[config.mk]
export PLATFORM = sky130hd
export DESIGN_NAME = square_state_controller
export DESIGN_NICKNAME = d
export VERILOG_FILES = /design/src/rtl/square_state_controller.sv
export SDC_FILE = /design/constraint.sdc
export NUM_CORES = 1
export LEC_CHECK = 0
export ABC_AREA = 1
export CORE_UTILIZATION = 40
export CTS_CLUSTER_SIZE = 30
export DETAILED_ROUTE_END_ITERATION = 12
export GPL_TIMING_DRIVEN = 0
export PLACE_DENSITY_LB_ADDON = 0.05
export REMOVE_ABC_BUFFERS = 1
export SLEW_MARGIN = 20
export SYNTH_ARGS = -nofsm -noshare
export SYNTH_HDL_FRONTEND = slang
export SYNTH_SLANG_ARGS = --single-unit
export TNS_END_PERCENT = 20
[constraint.sdc]
create_clock -name CLK -period 1.27 [get_ports CLK]
set_input_delay 0.127 -clock CLK [delete_from_list [all_inputs] [get_ports CLK]]
set_output_delay 0.127 -clock CLK [all_outputs]
set_load 0.02 [all_outputs]
[src/rtl/square_state_controller.sv]
// Per-square health/state machine with an invincibility countdown and an optional colour LFSR.
// Optional feature macro: SQUARE_COLOR_CYCLE_EN (RANDOM_RGB driven by a 12-bit LFSR instead of 12'hFFF).
`ifndef SQUARE_STATE_ENCODE_LENGTH
`define SQUARE_STATE_ENCODE_LENGTH 3
`endif

module square_state_controller #(
   parameter int              INVINCIBLE_TICKS = 60,
   parameter logic [11:0]     LFSR_SEED        = 12'hACE
) (
   input  logic                                   CLK,
   input  logic                                   RST,
   input  logic                                   TICK,
   input  logic                                   LOAD,
   input  logic [`SQUARE_STATE_ENCODE_LENGTH-1:0] LOAD_STATE,
   input  logic                                   HIT,
   output logic [`SQUARE_STATE_ENCODE_LENGTH-1:0] COLOR,
   output logic [11:0]                            RANDOM_RGB,
   output logic                                   ALIVE,
   output logic                                   DESTROYED
);

   localparam int CNT_W = $clog2(INVINCIBLE_TICKS + 1);
   localparam logic [CNT_W-1:0] LAST_TICK = CNT_W'(INVINCIBLE_TICKS - 1);

   typedef enum logic [`SQUARE_STATE_ENCODE_LENGTH-1:0] {
      SQUARE_NONE       = 3'd0,
      SQUARE_STRONG     = 3'd1,
      SQUARE_OKAY       = 3'd2,
      SQUARE_WEAK       = 3'd3,
      SQUARE_INVINCIBLE = 3'd4
   } state_t;

   state_t           state;
   logic [CNT_W-1:0] tick_cnt;
   state_t           load_val;

   // Codes 5-7 have no meaning, so a load of one spawns a fresh square.
   always_comb begin
      load_val = SQUARE_STRONG;
      if (LOAD_STATE <= SQUARE_INVINCIBLE)
         load_val = state_t'(LOAD_STATE);
   end

   // NOTE: state registers use non-blocking assignments so every flop samples pre-edge values.
   always_ff @(posedge CLK) begin
      DESTROYED <= 1'b0;
      if (RST) begin
         state    <= SQUARE_NONE;
         ALIVE    <= 1'b0;
         tick_cnt <= '0;
      end else if (LOAD) begin
         state    <= load_val;
         ALIVE    <= (load_val != SQUARE_NONE);
         tick_cnt <= '0;
      end else begin
         case (state)
            SQUARE_INVINCIBLE: begin
               if (TICK) begin
                  if (tick_cnt == LAST_TICK) begin
                     state    <= SQUARE_STRONG;
                     tick_cnt <= '0;
                  end else begin
                     tick_cnt <= tick_cnt + 1'b1;
                  end
               end
            end
            SQUARE_STRONG: if (HIT) state <= SQUARE_OKAY;
            SQUARE_OKAY:   if (HIT) state <= SQUARE_WEAK;
            SQUARE_WEAK: begin
               if (HIT) begin
                  state     <= SQUARE_NONE;
                  ALIVE     <= 1'b0;
                  DESTROYED <= 1'b1;
               end
            end
            default: tick_cnt <= '0;
         endcase
      end
   end

   assign COLOR = state;

`ifdef SQUARE_COLOR_CYCLE_EN
   logic [11:0] lfsr;

   // Taps 12,6,4,1 give a maximal 4095-state sequence that never visits zero.
   always_ff @(posedge CLK) begin
      if (RST)
         lfsr <= LFSR_SEED;
      else if (!LOAD && TICK && state == SQUARE_INVINCIBLE)
         lfsr <= {lfsr[10:0], lfsr[11] ^ lfsr[5] ^ lfsr[3] ^ lfsr[0]};
   end

   assign RANDOM_RGB = lfsr;
`else
   // All ones regardless of the seed; the OR keeps the seed parameter referenced.
   assign RANDOM_RGB = LFSR_SEED | 12'hFFF;
`endif

endmodule

# == Word level (Yosys, flattened, before mapping) ==
# Cells that the tools add are included.
# op_classes
eq_ne,11
add_sub_neg,1
n_reduce_logical,10
muxes,15
order_cmp,1
n_bitwise,2
# op_table
operator,count
3-bit two-way mux,7
"3-bit inequality test, second input constant",5
6-bit two-way mux,2
3-bit case mux with 4 select lines,1
6-bit case mux with 2 select lines,1
"6-bit by 1-bit adder with 6-bit output, second input constant",1
"3-bit by 2-bit equality test with 1-bit output, second input constant",2
"6-bit equality test, second input constant",1
6-bit AND reduction,1
3-bit OR reduction,2
5-bit nonzero test,1
1-bit two-way mux,4
2-bit AND reduction,2
2-bit nonzero test,2
"3-bit by 1-bit equality test with 1-bit output, second input constant",1
"3-bit equality test, second input constant",1
"3-bit <= comparator, second input constant",1
3-bit nonzero test,1
"2-bit inequality test, second input constant",1
1-bit NOT,2
2-bit OR reduction,1
# totals
input_bits,8
reg_bits,11
out_inout_bits,17

# == Longest topological paths before layout ==
# logic_depth
ltp_word,5
ltp_mapped,10

# == Worst setup path before layout ==
# OpenSTA, ideal clock, no wires.
# synth_path
kind,flip-flop to flip-flop
from,"reg state[0], in the netlist COLOR[0]"
to,reg tick_cnt[4]
stages_incl_launch_ff,9
setup_slack_ns,0.042
required_time_ns,1.154
path_buffers,0
setup_time_ns,0.116
arrival_time_ns,1.113
synth_period_minus_slack_ns,1.228
path_cell_list,dfxtp_1 -> inv_2 -> nand3_2 -> inv_4 -> nand2_4 -> nand2_4 -> inv_4 -> o21ai_0 -> and3_1
# synth_between
elab_chain_len,4
word_cells_on_any_way,9
classes_between,5 x eq/ne; 1 x mux; 1 x bitwise; 2 x reduce/logical
# synth_rtl
item,line,source
start: declaration,34,state_t state;
start signal: assignment,53,state <= load_val;
3-bit by 2-bit equality test with 1-bit output / 3-bit by 1-bit equality test with 1-bit output (equally long branches),57,case (state)
3-bit OR reduction (no source line),--,
1-bit NOT (no source line),--,
2-bit AND reduction (no source line),--,
end signal: assignment,64,tick_cnt <= tick_cnt + 1'b1;
end: declaration,35,logic [CNT_W-1:0] tick_cnt;
# Parallel ways exist; a longest one is shown, timed or not.
# A chain may end at the register's enable or synchronous reset.

# == Final worst setup path ==
# layout_path
from,reg tick_cnt[1]
to,"reg state[1], in the netlist COLOR[1]"
# layout_between
elab_chain_len,3
# layout_rtl
item,line,source
6-bit equality test,60,if (tick_cnt == LAST_TICK) begin
3-bit inequality test (no source line),--,
6-bit AND reduction (no source line),--,
# Every way passes these cells.

==> metrics.txt <==
Worst Path Arrival=1420 ps; EDFF count, synth=0; Hold Path Class=in2reg; CP max stage delay=370 ps; fill count=183; drt pass-1 iters=4; final worst slack=29.1 ps; P&R area growth vs syn=27.3%; final hold vios=0; ant diodes=0; crit path kind=reg2reg; clock slew at reported path FFs=80 ps; power density cells=888 nW/µm²; DRT iter0 DRCs=6; vias per cell=4.48; largest net degree at the start of global routing=10; CP max-delay cell=dfxtp_4; final max-slew violation count=0; clock buffer depth=2; register bit total from synthesis=11; Core Area=1730 µm²; FFs w/ async S/R, synth=0%; hold depth=3; Util after Layout=54.8%; CTS buffer count=3; # port buffers=12; row cnt=15; post-DP HPWL=1090 µm; R2R Path Start=tick_cnt[1]$_SDFFE_PP0P_; Power Total=0.840 mW; layout cells sized above 1=23.4%; Mapped Avg Cell Area=6.95 µm²; Final Instance Count excl. Fillers=149; CP cell instances=ha_4 -> inv_4 -> nor2_4 -> nand2_2 -> nand2_4 -> nand3_4 -> a21oi_1 -> nor2_1; # setup viols final=0; Sw Share=34.8%; R2R Path End=COLOR[1]$_SDFFE_PP0P_; total gr overflow=0; ys flop type=dfxtp_1; Sequential Area=231 µm²; crit-path max FO=4; Layout Nets=134; Logic pwr share=25.8%; reg-to-reg setup timing slack=30 ps; LEAKAGE=0.414 nW; Period minus WS final=1240 ps; mapped cell area=743 µm²; vias=667; number of global-route vias before repair=545; clock network power share=31.2%; initial antenna violation count=0; Worst path top cell family by delay=simple AND/OR/NAND/NOR gates; most common cell in the netlist=nand2_1; WL met3=77 µm; Worst setup EP type=register; R2R cell count=8; Max Cap Viol=0; status=finished, final reports clean; drt total wl=1460 µm; Seq/Total Area, Yosys=29.6%; met1 WL=744 µm; Clock Skew=6.32 ps; RSZ-0062 raised after global routing=yes; Internal Power=0.548 mW; Critical Path RT=1450 ps; FMAX=0.806 GHz; post-placement cell count=143; Die X=45.1 µm; Hold Path End=tick_cnt[1]$_SDFFE_PP0P_; wire per inst=9.78 µm; Buf+Inv Stages, Crit Path=1; Die H=45.1 µm; Hold Startpoint=TICK; Critical Path Start Type=register; # H-tree levels=1; maximum VDD drop=0.000456 V; Routability Congestion=0.788; leading area contributor after synthesis=dfxtp_1; Residual DRC=0; metal2 WL=600 µm; CTS tree=yes; Distinct cells, synth=24; CTS root buffer=clkbuf_4; Starting Density=43.0%; Multi-input gate area=457 µm²; area share of the largest cell type after synthesis=29.6%; NetSw=0.292 mW; Ports=25; synth top area cells=dfxtp_1 (30%), buf_4 (12%), nand2_1 (6.6%), nand3_1 (6.1%), inv_1 (6.1%); worst skew pair latency=280 ps; Tcrit/Tclk final=97.7%; antenna-violating nets left=0; first-pass GRT wire length=2300 µm; clk sinks=11; post-synthesis cell count=107; Max Used Layer=met4; DIE AREA=2030 µm²; GRT Util Overall=15.5%; sequential share of power=43.0%; Setup WS pre-CTS=-118 ps; most frequent cells after synthesis=nand2_1 (13), buf_4 (12), inv_1 (12); number of synthesis warnings=0
-- cells by family after synthesis --
group                      share of synthesized area (%)
and+or+nand+nor                                     31.7
buffers and inverters                               21.4
AOI/OAI and AO/OA                                   15.2
other                                              0.505
DFF                                                 29.6
adders and majority gates                           1.68
-- repair_timing --
| action | in CTS | in global routing |
|---|---|---|
| resized for setup | 7 | 19 |
| cloned | 0 | 0 |
| pin swaps | 0 | 6 |
| hold buffers | 0 | 0 |
| setup endpoints to repair | 8 | 7 |
| setup buffers | 0 | 2 |
-- routing by layer --
layer / global-route usage, % / vias to the layer above
li1: - / 356
met1: 23.8 / 285
met2: 19.7 / 21
met3: 2.40 / 5
met4: 9.09 / 0
met5: 0 / -
-- power groups by stage --
stage                     clock network (mW)  logic, mW  registers, mW
after floorplan                            0      0.126          0.384
after global placement                     0      0.202          0.373
after global routing                   0.283      0.238          0.362
final                                  0.262      0.217          0.361
after CTS                              0.260      0.196          0.364
after detailed placement                   0      0.202          0.373
-- worst max path at each step --
stage                          endpoint                     start  cells after the start  slack (ps)
4_1_cts           COLOR[0]$_SDFFE_PP0P_  tick_cnt[0]$_SDFFE_PP0P_                     10         -60
3_3_place_gp      COLOR[0]$_SDFFE_PP0P_                      LOAD                      7        -110
2_1_floorplan  tick_cnt[4]$_SDFFE_PP0P_     COLOR[0]$_SDFFE_PP0P_                      8          40
3_5_place_dp      COLOR[0]$_SDFFE_PP0P_                      LOAD                      7        -120
6_report          COLOR[1]$_SDFFE_PP0P_  tick_cnt[1]$_SDFFE_PP0P_                      8          30
5_1_grt           COLOR[1]$_SDFFE_PP0P_  tick_cnt[1]$_SDFFE_PP0P_                      8         -60
-- layout make-up --
type	count	area share [%]
clock buffer	4	2.78
tap	25	3.31
inverter	17	7.54
sequential	11	24.5
multi-input combinational	78	48.3
timing repair buffer	14	13.6
-- stage by stage --
| step | cell area, µm² | hold WS [ps] | TNS [ps] |
|---|---|---|---|
| global route | 946 | 471 | -112 |
| detailed placement | 846 | 485 | -338 |
| floorplan | 694 | 196 | 0 |
| CTS | 868 | 449 | -88.9 |
| global placement | 846 | 480 | -345 |
| finish | 946 | 443 | 0 |
-- flip-flops by register name, indices dropped and copies added, names as in the netlist --
name	count
COLOR	3
tick_cnt	6
DESTROYED	1
ALIVE	1
-- layout by cell type, fill, tap and decap left out, types with 2 or more instances in the layout --
| cell | instances |
|---|---|
| conb_1 | 12 |
| inv_1 | 11 |
| nand2_1 | 11 |
| nor2_1 | 9 |
| nand3_1 | 9 |
| a21oi_1 | 7 |
| clkdlybuf4s50_1 | 7 |
| dfxtp_1 | 6 |
| o21ai_0 | 6 |
| dlygate4sd2_1 | 5 |
| nand2_2 | 4 |
| dfxtp_2 | 3 |
| inv_4 | 3 |
| nor3_1 | 3 |
| clkbuf_4 | 3 |
| inv_2 | 2 |
| nand3_4 | 2 |
| nand2_4 | 2 |
| nor2_2 | 2 |
| o21ai_1 | 2 |
| buf_4 | 2 |
| dfxtp_4 | 2 |
-- worst min-delay path, cell delays in order --
cell and delay (ps):
clkdlybuf4s50_1 410, nand3_1 80, a21oi_1 60
No activity file was read; power rests on OpenSTA's default activity.
